--- config.mk ---
export PLATFORM = sky130hd
export DESIGN_NAME = flag_union_fifo
export DESIGN_NICKNAME = d
export VERILOG_FILES = /design/src/rtl/flag_union_fifo.sv
export SDC_FILE = /design/constraint.sdc
export NUM_CORES = 1
export LEC_CHECK = 0
export ABC_CLOCK_PERIOD_IN_PS = 5300
export BUFFER_PORTS_ARGS = -buffer_cell sky130_fd_sc_hd__buf_2
export CORE_UTILIZATION = 45
export CTS_CLUSTER_DIAMETER = 100
export DETAILED_ROUTE_END_ITERATION = 7
export GPL_ROUTABILITY_DRIVEN = 0
export SKIP_CTS_REPAIR_TIMING = 1
export SLEW_MARGIN = 15
export SYNTH_ARGS = -nofsm -noshare
export SYNTH_HDL_FRONTEND = slang
export SYNTH_SLANG_ARGS = --single-unit
--- constraint.sdc ---
create_clock -name clk_i -period 5.3 [get_ports clk_i]
set_input_delay 0 -clock clk_i [delete_from_list [all_inputs] [get_ports clk_i]]
set_output_delay 0 -clock clk_i [all_outputs]
set_load 0.02 [all_outputs]
--- src/rtl/flag_union_fifo.sv ---
// flag_union_fifo
//   Circular-buffer FIFO for packed ROWS x COLS arrays of 3-bit flag elements.
//   Each entry carries a mode tag (0 = flags view {a,b,c}, 1 = class view
//   {a, class[1:0]}) and a summary computed at enqueue time, so consumers
//   never need to rescan the array.
//
// Ports
//   clk_i        clock, all state on rising edge
//   rst_ni       asynchronous active-low reset
//   in_valid_i   producer has a word
//   in_ready_o   FIFO can accept (level != DEPTH, no pass-through when full)
//   in_mode_i    view selector of the incoming word
//   in_data_i    element k = r*COLS+c at bits [3k+2:3k]
//   out_valid_o  head entry valid (level != 0)
//   out_ready_i  consumer accepts head
//   out_mode_o   head mode tag        (0 while empty)
//   out_data_o   head data            (0 while empty)
//   out_cnt_o    head count summary   (0 while empty)
//   out_or_o     head reduction       (0 while empty)
//   level_o      current occupancy
module flag_union_fifo #(
  parameter int unsigned ROWS      = 4,
  parameter int unsigned COLS      = 8,
  parameter int unsigned DEPTH     = 4,
  parameter logic [1:0]  CNT_CLASS = 2'd3,
  localparam int unsigned N  = ROWS * COLS,
  localparam int unsigned W  = 3 * N,
  localparam int unsigned CW = $clog2(N + 1),
  localparam int unsigned LW = $clog2(DEPTH + 1)
) (
  input  logic          clk_i,
  input  logic          rst_ni,
  input  logic          in_valid_i,
  output logic          in_ready_o,
  input  logic          in_mode_i,
  input  logic [W-1:0]  in_data_i,
  output logic          out_valid_o,
  input  logic          out_ready_i,
  output logic          out_mode_o,
  output logic [W-1:0]  out_data_o,
  output logic [CW-1:0] out_cnt_o,
  output logic [2:0]    out_or_o,
  output logic [LW-1:0] level_o
);

  localparam int unsigned PW = (DEPTH > 1) ? $clog2(DEPTH) : 1;

  logic [W-1:0]  mem_data [DEPTH];
  logic          mem_mode [DEPTH];
  logic [CW-1:0] mem_cnt  [DEPTH];
  logic [2:0]    mem_or   [DEPTH];

  logic [PW-1:0] wr_ptr;
  logic [PW-1:0] rd_ptr;
  logic [LW-1:0] level;

  logic          push;
  logic          pop;
  logic [CW-1:0] push_cnt;
  logic [2:0]    push_or;
  logic [2:0]    elem;

  // Explicit wrap at DEPTH-1 so non-power-of-two depths cycle correctly.
  function automatic logic [PW-1:0] ptr_inc(input logic [PW-1:0] p);
    return (p == PW'(DEPTH - 1)) ? '0 : p + PW'(1);
  endfunction

  assign in_ready_o  = (level != LW'(DEPTH));
  assign out_valid_o = (level != '0);
  assign push        = in_valid_i && in_ready_o;
  assign pop         = out_valid_o && out_ready_i;
  assign level_o     = level;

  // Summary of the incoming word; in class view or[1:0] tracks the max class.
  always_comb begin
    push_cnt = '0;
    push_or  = '0;
    elem     = '0;
    for (int unsigned k = 0; k < N; k++) begin
      elem = in_data_i[3*k +: 3];
      if (in_mode_i) begin
        if (elem[1:0] == CNT_CLASS) push_cnt = push_cnt + CW'(1);
        push_or[2] = push_or[2] | elem[2];
        if (elem[1:0] > push_or[1:0]) push_or[1:0] = elem[1:0];
      end else begin
        if (elem != 3'b000) push_cnt = push_cnt + CW'(1);
        push_or = push_or | elem;
      end
    end
  end

  // Storage is not reset: reset empties the FIFO by clearing level/pointers,
  // and the head outputs are gated by out_valid_o.
  always_ff @(posedge clk_i) begin
    if (push) begin
      mem_data[wr_ptr] <= in_data_i;
      mem_mode[wr_ptr] <= in_mode_i;
      mem_cnt[wr_ptr]  <= push_cnt;
      mem_or[wr_ptr]   <= push_or;
    end
  end

  always_ff @(posedge clk_i or negedge rst_ni) begin
    if (!rst_ni) begin
      wr_ptr <= '0;
      rd_ptr <= '0;
      level  <= '0;
    end else begin
      if (push) wr_ptr <= ptr_inc(wr_ptr);
      if (pop)  rd_ptr <= ptr_inc(rd_ptr);
      case ({push, pop})
        2'b10:   level <= level + LW'(1);
        2'b01:   level <= level - LW'(1);
        default: level <= level;
      endcase
    end
  end

  always_comb begin
    out_mode_o = 1'b0;
    out_data_o = '0;
    out_cnt_o  = '0;
    out_or_o   = '0;
    if (out_valid_o) begin
      out_mode_o = mem_mode[rd_ptr];
      out_data_o = mem_data[rd_ptr];
      out_cnt_o  = mem_cnt[rd_ptr];
      out_or_o   = mem_or[rd_ptr];
    end
  end

endmodule

==> flow_summary.ini <==
[routing]
wl_um = 64900
post-route-drc-count = 0
drt-pass1-iter-count = 5
vias = 18400
ant_nets = 0
drt_iter0_markers = 961
viasPerCell = 5.19
wl_per_cell_um = 18.3

[finish]
layout_common_cells = buf_4 (522), edfxtp_1 (424), buf_2 (206)
nNetsFinal = 3034
mostFrequentLayoutCell = buf_4
seq_area_um2 = 12900
area_delta_synth_final_pct = 37.1
stdcell_count = 3555
fillCellCount = 4372
multi_input_area_um2 = 12400
layout-drive-gt1-share_pct = 41.6

[place]
port_buffers = 211
post-place-cells = 3335
dp_hpwl_um = 44500

[global_route]
antenna_found_initial = 2
use_met2_pct = 38.3
use_met3_pct = 2.88
grt_pass1_wl_um = 100000
track_usage_pct = 22.4
grt_pass1_vias = 18500
grt_max_degree = 72
busiest_layer = met2
grt.met1_usage_pct = 30.6
grt-ovfl-total = 0

[worst_setup_path]
critPathKind = in2reg
crit_path_end_kind = flop
critPathMaxStageDelay_ns = 0.35
arrival_ns = 27.54
worstSetupStartpoint = in_data_i[1]
slowest_stage = a221o_1
worst-path-max-fanout = 5
cpMostUsedCell = ha_1
reg2reg_from = level_o[0]$_DFFE_PN0P_
startpoint_type = input pin
worstPathRequired_ns = 5.61

[die]
ios = 212
die_area_um2 = 56700
initial_core_util_pct = 45.6
die_x_um = 238
num_rows = 86
core_area_um2 = 55100
die_h_um = 238

[synth]
ys_async_sr_fraction_pct = 1.62
synth_xor_xnor_area_share_pct = 6.06
avgSynthCellArea_um2 = 12.9
synthAdderAreaFrac_pct = 8.19
yosysSeqAreaShare_pct = 51.4
synth_top_family_by_area = simple AND/OR/NAND/NOR gates
synth_simple_gate_area_share_pct = 11.3
synth.mux.area_fraction_pct = 11.3
yosys_warnings = 0
synth_cell_type_count = 95
synth_edf_count = 424
synth_compound_area_share_pct = 8.48
synth_ff_type = edfxtp_1
synthCells = 1939
synth_nets = 2203
ys_seq_elements = 431
synth_area_um2 = 25100

[sta]
report.final.setup_viol = 32
rsz0062_at_grt = yes
fin_crit_ns = 27.23
finalWorstSetupSlack_ns = -21.93
hold_viol = 0
timing.fmax_mhz = 36.7
finalClockSkew_ns = 0.0176
finalCritPeriodShare_pct = 514
worstMarginPinSlew_ns = 0.855
finalMaxSlewViolations = 0
slew_headroom_pct = 43.0

[clock_network]
worst_skew_pair.late_latency_ns = 0.59
cts_sinks = 431
cts-root-buf = clkbuf_16
clkTransAtPathRegs_ns = 0.06
numCtsBuffers = 46
tritoncts = built
clock_path_buffers = 3
htree_num_levels = 2

[status]
status = finished with violations
failed_checks = setup timing

[job]
cap_violations = 0

[hold_path]
hold_class = in2reg
min-delay-start = in_data_i[17]
sequential cells by signal (all words and copies together), names as in the netlist:
register,count
level_o,3
mem_cnt,24
mem_data,384
mem_mode,4
mem_or,12
rd_ptr,2
wr_ptr,2
per-layer routing:
metal	routed length, um	share of wire [%]
met5	0	0
met1	29600	46
met2	32100	49
met3	2120	3.3
met4	1080	1.7
worst max-delay path: cells and delay by family:
| kind | cells | cell delay [ns] |
|---|---|---|
| adders and majority gates | 31 | 8.43 |
| and+or+nand+nor | 38 | 4.29 |
| muxes | 6 | 1.06 |
| buffers and inverters | 34 | 1.92 |
| AOI/OAI and AO/OA | 77 | 11.76 |
through the flow:
stage	worst slack, ns	instance area [um2]	hold slack (ns)	util (%)	setup TNS (ns)
6_report	-21.93	34400	0.0557	62.5	-427.38
5_1_grt	-23.70	34400	0.0694	62.5	-468.31
4_1_cts	-22.62	32500	-0.773	59.0	-440.21
3_5_place_dp	-23.14	31000	-0.154	56.3	-456.71
3_3_place_gp	-21.85	31000	-0.158	56.3	-445.13
2_1_floorplan	-21.50	25600	-0.296	-	-436.34
area by class of cell:
class	instances	area share, %
diodes	1	0.00727
clock buffers	58	3.66
clock inverters	26	0.669
inverters	159	1.78
multi-input cells	1293	35.9
flip-flops and latches	431	37.5
well taps	748	2.72
repair buffers	839	17.7
final timing paths:
path,endpoint,slack [ns],cells after the start
min reg2reg,level_o[2]$_DFFE_PN0P_,0.52,1
max reg2reg,mem_cnt[2][4]$_DFFE_PP_,2.86,4
max in group asynchronous,rd_ptr[1]$_DFFE_PN0P_,4.64,3
min,mem_or[3][2]$_DFFE_PP_,0.06,5
max,mem_or[0][0]$_DFFE_PP_,-21.93,186
min in group asynchronous,level_o[1]$_DFFE_PN0P_,0.39,3
logic make-up after synthesis:
logic type | count (synthesis)
AO/OA/AOI/OAI | 304
XOR/XNOR | 125
adder cells (fa/ha/maj) | 164
buffers and inverters | 215
flip-flops | 431
multiplexers | 148
AND/OR/NAND/NOR | 552
cell usage after synthesis, types with 5 or more instances:
cell type	number	area share (%)
o21ai_0	50	1.0
xor2_1	34	1.2
mux2i_1	24	0.96
dfrtp_1	7	0.70
nand3_1	35	0.70
nor3b_1	11	0.33
or2_2	15	0.37
xnor2_2	8	0.52
xnor3_1	9	0.81
and3_1	22	0.55
nor2b_1	16	0.40
nand2b_1	11	0.27
edfxtp_1	424	51
a31oi_1	14	0.35
a21bo_2	6	0.24
o22ai_1	33	0.82
mux2_2	16	0.72
nand2_1	116	1.7
xnor2_1	59	2.1
clkbuf_1	35	0.52
a41oi_1	5	0.17
a22oi_1	8	0.24
o211ai_1	11	0.33
ha_1	162	8.1
o21a_1	8	0.24
nor3_1	37	0.74
buf_1	15	0.22
o2bb2ai_1	5	0.17
inv_1	158	2.4
a21boi_0	12	0.36
buf_2	5	0.10
mux4_2	106	9.5
a21o_1	14	0.42
a211oi_1	8	0.24
and4_1	5	0.17
and2_1	120	3.0
nand4_1	7	0.17
a21oi_1	62	1.2
or3_1	14	0.35
nor2_1	118	1.8
o21bai_1	7	0.21
nor4_1	11	0.27
o31ai_1	8	0.24
xnor3_2	5	0.47
Power is left out: the tool's default activity adds up to more than one toggle a clock period on the data nets, which glitch-free logic cannot reach.
